File: config.mk
export PLATFORM = sky130hd
export DESIGN_NAME = plru_store_flat
export DESIGN_NICKNAME = d
export VERILOG_FILES = /design/src/rtl/plru_pkg.sv /design/src/rtl/plru_store_if.sv /design/src/rtl/plru_tree_logic.sv /design/src/rtl/plru_store.sv /design/src/flat_wrapper.sv
export SDC_FILE = /design/constraint.sdc
export NUM_CORES = 1
export LEC_CHECK = 0
export BUFFER_PORTS_ARGS = -buffer_cell sky130_fd_sc_hd__buf_2
export CAP_MARGIN = 20
export CORE_ASPECT_RATIO = 0.6
export CORE_MARGIN = 2
export CORE_UTILIZATION = 25
export CTS_BUF_LIST = sky130_fd_sc_hd__clkbuf_4
export DETAILED_ROUTE_END_ITERATION = 10
export GPL_TIMING_DRIVEN = 0
export PLACE_DENSITY = 0.38
export SLEW_MARGIN = 20
export SYNTH_ARGS = -nofsm -noshare
export SYNTH_HDL_FRONTEND = slang
export SYNTH_HIERARCHICAL = 1
export SYNTH_SLANG_ARGS = --single-unit
File: constraint.sdc
create_clock -name clk -period 2.25 [get_ports clk]
set_input_delay 0.45 -clock clk [delete_from_list [all_inputs] [get_ports clk]]
set_output_delay 0.45 -clock clk [all_outputs]
set_load 0.05 [all_outputs]
File: src/rtl/plru_pkg.sv
// Shared types and parameter-legality helpers for the pseudo-LRU replacement store.
package plru_pkg;

    typedef enum logic {
        FL_IDLE,
        FL_SWEEP
    } fl_state_t;

    localparam int MIN_SETS = 2;
    localparam int MAX_SETS = 256;
    localparam int MIN_WAYS = 2;
    localparam int MAX_WAYS = 8;

    function automatic bit is_pow2(input int v);
        return (v > 0) && ((v & (v - 1)) == 0);
    endfunction

    function automatic bit sets_legal(input int n);
        return is_pow2(n) && (n >= MIN_SETS) && (n <= MAX_SETS);
    endfunction

    function automatic bit ways_legal(input int n);
        return is_pow2(n) && (n >= MIN_WAYS) && (n <= MAX_WAYS);
    endfunction

endpackage

File: src/rtl/plru_store_if.sv
// Request/response bundle between a cache controller and the PLRU store.
interface plru_store_if #(
    parameter int NUM_SETS = 16,
    parameter int NUM_WAYS = 2
) ();
    localparam int SET_W = $clog2(NUM_SETS);
    localparam int WAY_W = $clog2(NUM_WAYS);

    logic             lookup_valid;
    logic [SET_W-1:0] lookup_set;
    logic             victim_valid;
    logic [WAY_W-1:0] victim_way;
    logic             touch_en;
    logic [SET_W-1:0] touch_set;
    logic [WAY_W-1:0] touch_way;
    logic             flush_req;
    logic             busy;

    modport master (
        output lookup_valid, lookup_set, touch_en, touch_set, touch_way, flush_req,
        input  victim_valid, victim_way, busy
    );

    modport slave (
        input  lookup_valid, lookup_set, touch_en, touch_set, touch_way, flush_req,
        output victim_valid, victim_way, busy
    );
endinterface

File: src/rtl/plru_tree_logic.sv
// Combinational tree-PLRU walk (victim) and path update for one set's heap-indexed bits.
module plru_tree_logic
    import plru_pkg::*;
#(
    parameter int NUM_WAYS = 2,
    localparam int WAY_W  = $clog2(NUM_WAYS),
    localparam int NODE_W = NUM_WAYS - 1
) (
    input  logic [NODE_W-1:0] bits_in,
    input  logic [WAY_W-1:0]  way,
    output logic [WAY_W-1:0]  victim,
    output logic [NODE_W-1:0] bits_out
);

    // Heap node i lives at bits[i-1]; each step descends to 2i (bit 0) or 2i+1 (bit 1).
    always_comb begin : walk
        int node;
        victim = '0;
        node   = 1;
        for (int lvl = 0; lvl < WAY_W; lvl++) begin
            victim[WAY_W-1-lvl] = bits_in[node-1];
            node = 2 * node + int'(bits_in[node-1]);
        end
    end

    // Each node on the path is pointed away from the touched way.
    always_comb begin : update
        int   node;
        logic dir;
        bits_out = bits_in;
        node     = 1;
        dir      = 1'b0;
        for (int lvl = 0; lvl < WAY_W; lvl++) begin
            dir                = way[WAY_W-1-lvl];
            bits_out[node-1]   = ~dir;
            node               = 2 * node + int'(dir);
        end
    end

endmodule

File: src/rtl/plru_store.sv
// Per-set tree-PLRU state with one-cycle victim lookup, MRU touch and a sequential flush sweep.
module plru_store
    import plru_pkg::*;
#(
    parameter int NUM_SETS = 16,
    parameter int NUM_WAYS = 2
) (
    input  logic         clk,
    input  logic         rst,
    plru_store_if.slave  bus
);

    localparam int SET_W  = $clog2(NUM_SETS);
    localparam int WAY_W  = $clog2(NUM_WAYS);
    localparam int NODE_W = NUM_WAYS - 1;
    localparam logic [SET_W:0] LAST_SET = (SET_W + 1)'(NUM_SETS - 1);

    generate
        if (!sets_legal(NUM_SETS)) begin : g_bad_sets
            $error("plru_store: NUM_SETS must be a power of two in 2..256");
        end
        if (!ways_legal(NUM_WAYS)) begin : g_bad_ways
            $error("plru_store: NUM_WAYS must be a power of two in 2..8");
        end
    endgenerate

    fl_state_t        state;
    logic [SET_W:0]   sweep_cnt;
    logic             busy_q;
    logic             victim_valid_q;
    logic [WAY_W-1:0] victim_way_q;

    logic [NODE_W-1:0] tree [NUM_SETS];

    logic              idle_accept;
    logic              touch_fire;
    logic              lookup_ok;
    logic [NODE_W-1:0] touch_cur;
    logic [NODE_W-1:0] touch_upd;
    logic [NODE_W-1:0] lookup_cur;
    logic [NODE_W-1:0] lookup_upd_unused;
    logic [WAY_W-1:0]  lookup_victim;
    logic [WAY_W-1:0]  touch_victim_unused;

    // A flush request in IDLE pre-empts any touch or lookup issued alongside it.
    assign idle_accept = (state == FL_IDLE) && !bus.flush_req;
    assign touch_fire  = idle_accept && bus.touch_en;
    assign lookup_ok   = idle_accept && bus.lookup_valid;

    assign touch_cur  = tree[bus.touch_set];
    assign lookup_cur = (touch_fire && (bus.touch_set == bus.lookup_set))
                        ? touch_upd : tree[bus.lookup_set];

    plru_tree_logic #(.NUM_WAYS(NUM_WAYS)) u_touch (
        .bits_in  (touch_cur),
        .way      (bus.touch_way),
        .victim   (touch_victim_unused),
        .bits_out (touch_upd)
    );

    plru_tree_logic #(.NUM_WAYS(NUM_WAYS)) u_lookup (
        .bits_in  (lookup_cur),
        .way      ('0),
        .victim   (lookup_victim),
        .bits_out (lookup_upd_unused)
    );

    always_ff @(posedge clk or negedge rst) begin
        if (!rst) begin
            state          <= FL_IDLE;
            sweep_cnt      <= '0;
            busy_q         <= 1'b0;
            victim_valid_q <= 1'b0;
            victim_way_q   <= '0;
            for (int s = 0; s < NUM_SETS; s++) begin
                tree[s] <= '0;
            end
        end else begin
            victim_valid_q <= lookup_ok;
            if (lookup_ok) begin
                victim_way_q <= lookup_victim;
            end
            case (state)
                FL_IDLE: begin
                    if (bus.flush_req) begin
                        state     <= FL_SWEEP;
                        sweep_cnt <= '0;
                        busy_q    <= 1'b1;
                    end else if (touch_fire) begin
                        tree[bus.touch_set] <= touch_upd;
                    end
                end
                FL_SWEEP: begin
                    tree[sweep_cnt[SET_W-1:0]] <= '0;
                    sweep_cnt <= sweep_cnt + 1'b1;
                    if (sweep_cnt == LAST_SET) begin
                        state  <= FL_IDLE;
                        busy_q <= 1'b0;
                    end
                end
                default: begin
                    state  <= FL_IDLE;
                    busy_q <= 1'b0;
                end
            endcase
        end
    end

    assign bus.victim_valid = victim_valid_q;
    assign bus.victim_way   = victim_way_q;
    assign bus.busy         = busy_q;

endmodule

File: src/flat_wrapper.sv
// flat-port wrapper written by rule: the top's interface ports become plain ports
module plru_store_flat import plru_pkg::*;
#(
    parameter int NUM_SETS = 16,
    parameter int NUM_WAYS = 2
)
  (clk, rst, bus_lookup_valid, bus_lookup_set, bus_touch_en, bus_touch_set, bus_touch_way, bus_flush_req, bus_victim_valid, bus_victim_way, bus_busy);
  plru_store_if #(.NUM_SETS(NUM_SETS), .NUM_WAYS(NUM_WAYS)) bus_i ();
  input  logic clk;
  input  logic rst;
  input wire logic [$bits(bus_i.lookup_valid)-1:0] bus_lookup_valid;
  input wire logic [$bits(bus_i.lookup_set)-1:0] bus_lookup_set;
  input wire logic [$bits(bus_i.touch_en)-1:0] bus_touch_en;
  input wire logic [$bits(bus_i.touch_set)-1:0] bus_touch_set;
  input wire logic [$bits(bus_i.touch_way)-1:0] bus_touch_way;
  input wire logic [$bits(bus_i.flush_req)-1:0] bus_flush_req;
  output wire logic [$bits(bus_i.victim_valid)-1:0] bus_victim_valid;
  output wire logic [$bits(bus_i.victim_way)-1:0] bus_victim_way;
  output wire logic [$bits(bus_i.busy)-1:0] bus_busy;
  assign bus_i.lookup_valid = bus_lookup_valid;
  assign bus_i.lookup_set = bus_lookup_set;
  assign bus_i.touch_en = bus_touch_en;
  assign bus_i.touch_set = bus_touch_set;
  assign bus_i.touch_way = bus_touch_way;
  assign bus_i.flush_req = bus_flush_req;
  assign bus_victim_valid = bus_i.victim_valid;
  assign bus_victim_way = bus_i.victim_way;
  assign bus_busy = bus_i.busy;
  plru_store #(.NUM_SETS(NUM_SETS), .NUM_WAYS(NUM_WAYS)) u_core (.clk(clk), .rst(rst), .bus(bus_i));
endmodule
=== Word-level counts from Yosys, hierarchy flattened ===
Index checks and enable logic that the tools add are counted.

* Register bits after elaboration: 25
* Logic and storage cells: 69
* Input bits: 14
* Output and inout port bits: 3

* Mux-type cells: 20
* Reduce and logical (&&, ||, !) cells: 9
* Bitwise operators: 7
* Add/subtract/negate cells: 1
* Eq/ne operators: 6
* Magnitude comparators: 5

{| class="wikitable"
|+ Operator list
! cell !! count
|-
| 16-bit two-way mux || 2
|-
| 16-bit one-hot mux with 2 select lines || 1
|-
| 16-bit AND || 1
|-
| 16-bit bitwise mux || 1
|-
| 16-bit NOT || 1
|-
| 5-bit greater-or-equal comparator, second input constant || 3
|-
| 4-bit NOT with 5-bit output || 3
|-
| 5-bit by 1-bit < comparator with 1-bit output, second input constant || 2
|-
| 5-bit one-hot mux with 2 select lines || 1
|-
| 1-bit two-way mux || 9
|-
| 1-bit demux with 4-bit select || 2
|-
| 1-bit logical AND || 6
|-
| 2-bit inequality test, second input constant || 3
|-
| 5-bit by 1-bit adder with 5-bit output, second input constant || 1
|-
| 5-bit by 4-bit equality test with 1-bit output, second input constant || 1
|-
| 5-bit two-way mux || 1
|-
| 1-bit binary-select mux with 4-bit select || 1
|-
| 4-bit equality test || 1
|-
| 1-bit one-hot mux with 2 select lines || 2
|-
| 2-bit AND reduction || 2
|-
| 2-bit by 1-bit inequality test with 1-bit output, second input constant || 1
|-
| 1-bit NOT || 2
|-
| 1-bit logical NOT || 1
|}

=== Logic depth before layout (Yosys ltp) ===
* Depth after elaboration: 9
* Mapped depth: 7
* Mapped depth without buffers: 5

=== Hierarchy ===
The synthesis kept the hierarchy.

{| class="wikitable"
|+ Modules (own cells, without submodules)
! module !! area each (µm²) !! instances !! seq. area each (µm²) !! cells each
|-
| plru_store || 1,676.6 || 1 || 625.6 || 161
|-
| plru_tree_logic || 11.3 || 2 || 0.0 || 2
|}

=== Worst setup path after synthesis ===
OpenSTA, ideal clock, no wires.

* Kind: input-to-reg
* Start point: input bus_lookup_set[1]
* End point: register u_core.victim_way_q, in the netlist u_core/bus.victim_way
* Required time: 2,125 ps
* Cell stages on the path: 6
* Setup slack: -13 ps
* Arrival: 2,138 ps
* Library setup time: 125 ps
* Path buffers: 2
* Path through: buf_6 -> mux4_1 -> mux4_2 -> mux2_4 -> buf_4 -> mux2_2

* Cells in the longest elaborated chain, start to end: 5
* Elaborated cells on any way between the ends: 7
* Classes of those cells: eq/ne: 1; mux: 4; bitwise: 1; reduce/logical: 1

{| class="wikitable"
|+ Ends and longest elaborated chain
! element !! RTL line !! source
|-
| start, declared || flat_wrapper.sv:12 || <nowiki>input wire logic [$bits(bus_i.lookup_set)-1:0] bus_lookup_set;</nowiki>
|-
| 4-bit NOT with 5-bit output (implied by the code) || plru_store.sv:52 || <nowiki>? touch_upd : tree[bus.lookup_set];</nowiki>
|-
| 1-bit binary-select mux with 4-bit select || plru_store.sv:52 ||
|-
| 1-bit two-way mux (implied by the code) (2 in a row) || plru_store.sv:52 ||
|-
| 1-bit two-way mux * || plru_store.sv:52 ||
|-
| named net u_core.lookup_cur || plru_store.sv:40 || <nowiki>logic [NODE_W-1:0] lookup_cur;</nowiki>
|-
| end signal, assigned || plru_store.sv:81 || <nowiki>victim_way_q <= lookup_victim;</nowiki>
|-
| end, declared || plru_store.sv:31 || <nowiki>logic [WAY_W-1:0] victim_way_q;</nowiki>
|}

Mark *: on every way through the listed nets, which the timed path passes. The rest lies on a longest branch. The select of a mux whose other input is x is not followed.
A chain may end at the register's enable or synchronous reset.

=== Final worst setup path ===
* Start point: register u_core/tree[2] (netlist name)
* End point: register u_core.victim_way_q, in the netlist u_core/bus.victim_way

* Cells in the longest elaborated chain, start to end: 4

{| class="wikitable"
|+ Ends and longest elaborated chain
! element !! RTL line !! source
|-
| start, declared || plru_store.sv:33 || <nowiki>logic [NODE_W-1:0] tree [NUM_SETS];</nowiki>
|-
| start signal, assigned by index || plru_store.sv:90 || <nowiki>tree[bus.touch_set] <= touch_upd;</nowiki>
|-
| 1-bit binary-select mux with 4-bit select || plru_store.sv:52 ||
|-
| 1-bit two-way mux (implied by the code) (2 in a row) || plru_store.sv:52 ||
|-
| 1-bit two-way mux || plru_store.sv:52 ||
|-
| named net u_core.lookup_cur || plru_store.sv:40 ||
|}

The timed path passes the listed nets, and every way through them passes these cells. The select of a mux whose other input is x is not followed.

==> flow_summary.yaml <==
clocking:
  numCtsBuffers: 3
  htreeDepth: 1
  cts_max_path_buffers: 2
  cts_hold_buffers: 0
  clk_pin_slew_worst_paths_ns: 0.15
  ctsRootBufferMaster: "clkbuf_4"
  tritoncts: "yes"
  insertion_delay_ns: 0.33
  cts.sinks: 25
final_layout:
  final_common_cell: "dfrtp_1"
  syn_to_final_growth_pct: 11.9
  drive_gt1_frac: 0.202
  multiInputGateArea_sq_um: 841
  nNetsFinal: 193
  num-fill-cells: 648
  antennaDiodeCount: 0
  seqCellArea_sq_um: 626
  finalNonFillerCells: 257
  final_cell_mix: "dfrtp_1, nand3_1, nand2_1, buf_2"
timing:
  finalHoldViolCount: 0
  worst_pin_slew_ns: 0.801
  max_freq_mhz: 461
  rsz0062_at_grt: "false"
  setup-violations-final: 0
  skew_ns: 0.00755
  slew_headroom: 0.465
  hold_ws_ns: 0.0994
  slew_violations: 0
  period_share: 0.964
  setup_ws_ns: 0.0819
  layout_min_cycle_time_ns: 2.17
yosys:
  synthesis.nets: 176
  syn-cell-area_sq_mm: 0.00157
  syn_avg_cell_area_sq_um: 10.0
  syn_inst: 157
  yosys_warnings: 6
worst_setup_path:
  cp.arrival_ns: 2.40
  worstPathRequired_ns: 2.48
  ff2ff_setup_slack_ns: 0.08
  crit_path_start: "u_core/tree[2]"
  reg2reg_depth: 5
  crit_type: "flip-flop to flip-flop"
  worstSetupEndpointType: "flip-flop"
  endpoint: "u_core/bus.victim_way"
  rr_endpoint: "u_core/bus.victim_way"
  crit_path_start_kind: "flip-flop"
  timing.rr.start: "u_core/tree[2]"
  crit_fanout: 3
floorplan:
  pin_count: 17
  fp.dieH_microns: 65.4
  rows: 22
  die_x_microns: 106
  die_area_sq_mm: 0.00696
  core_sq_mm: 0.00608
  start_util: 0.258
grt:
  busiest_layer: "met1"
  grt_pass1_vias: 1236
  grt_max_degree: 26
  grt_use_total: 0.136
  met2_usage: 0.183
  met1_usage: 0.215
  grt_pass1_wl_mm: 7.06
  gr-total-overflow: 0
  antenna_found_initial: 0
  met3_usage: 0.0317
pwr:
  ir_worst_vdd_mv: 0.396
  power_mw: 1.69
  p_leak_nw: 0.772
  power_density_mw_per_mm2: 961
placed_design:
  dp_hpwl_mm: 3.27
  dp_slack_ns: -0.234
  gp_congestion: 0.775
  portBuffers: 12
  post-place-cells: 253
detailed_routing:
  route.detailed.wl_per_inst_microns: 16.9
  num_vias: 1221
  route.detailed.drc: 0
  drtPass1Iterations: 4
  drt_iter0_markers: 67
  routed_wl_mm: 4.34
  viasPerCell: 4.75
  ant_nets: 0
run:
  maxCapViolations: 0
min_path:
  hold_class: "input pin to asynchronous set/reset pin"
outcome:
  outcome: "completed"
-- flip-flops by register name, summed over array words and instances, names as in the netlist --
register,cells
u_core/tree,16
u_core/sweep_cnt,5
u_core/bus.busy,1
u_core/bus.victim_valid,1
u_core/bus.victim_way,1
u_core/state,1
-- stage by stage --
stage | setup TNS, ns | util | instance area, sq um
floorplan | 0 | - | 1560
global placement | -0.231 | 0.284 | 1730
detailed placement | -0.234 | 0.284 | 1730
CTS | 0 | 0.289 | 1760
global route | 0 | 0.289 | 1760
finish | 0 | 0.289 | 1760
-- worst max-delay path, stage by stage, from the launching register on --
cell and delay [ns]:
dfrtp_1 0.42, mux4_1 0.51, mux4_2 0.50, mux2_4 0.27, buf_4 0.13, mux2_2 0.25
-- timing repair --
action,4_1_cts,5_1_grt
gates resized for setup,0,1
setup endpoints to repair,0,1
setup buffers,0,0
-- per-layer routing --
metal / up-vias / wire, microns / part of all wire
met4: 0 / 19 / 0.0044
met3: 2 / 236 / 0.054
met1: 596 / 2410 / 0.56
met5: - / 0 / 0
met2: 22 / 1670 / 0.38
li1: 601 / - / -
-- power breakdown --
part / switching (mW) / total (mW) / internal (mW) / leakage, nW
sequential: 0.101 / 0.688 / 0.587 / 0.330
clock: 0.147 / 0.229 / 0.0816 / 0.0184
combinational: 0.450 / 0.773 / 0.323 / 0.424
-- how the worst min path moves through the flow --
stage	startpoint	endpoint	slack, ns
CTS	rst	u_core/tree[5]	0.11
global route	rst	u_core/tree[8]	0.13
finish	rst	u_core/tree[5]	0.1
detailed placement	rst	u_core/tree[5]	0.50
floorplan	rst	u_core/bus.busy	0.15
global placement	u_core/bus.victim_way	u_core/bus.victim_way	0.48
-- cell type report --
class	count	area share
multi-input combinational	110	0.478
sequential	25	0.356
tap	84	0.0598
buffer	13	0.0356
timing repair buffer	12	0.0342
inverter	9	0.0192
clock buffer	4	0.0171
Note: power is estimated with default switching activity, not from simulation.
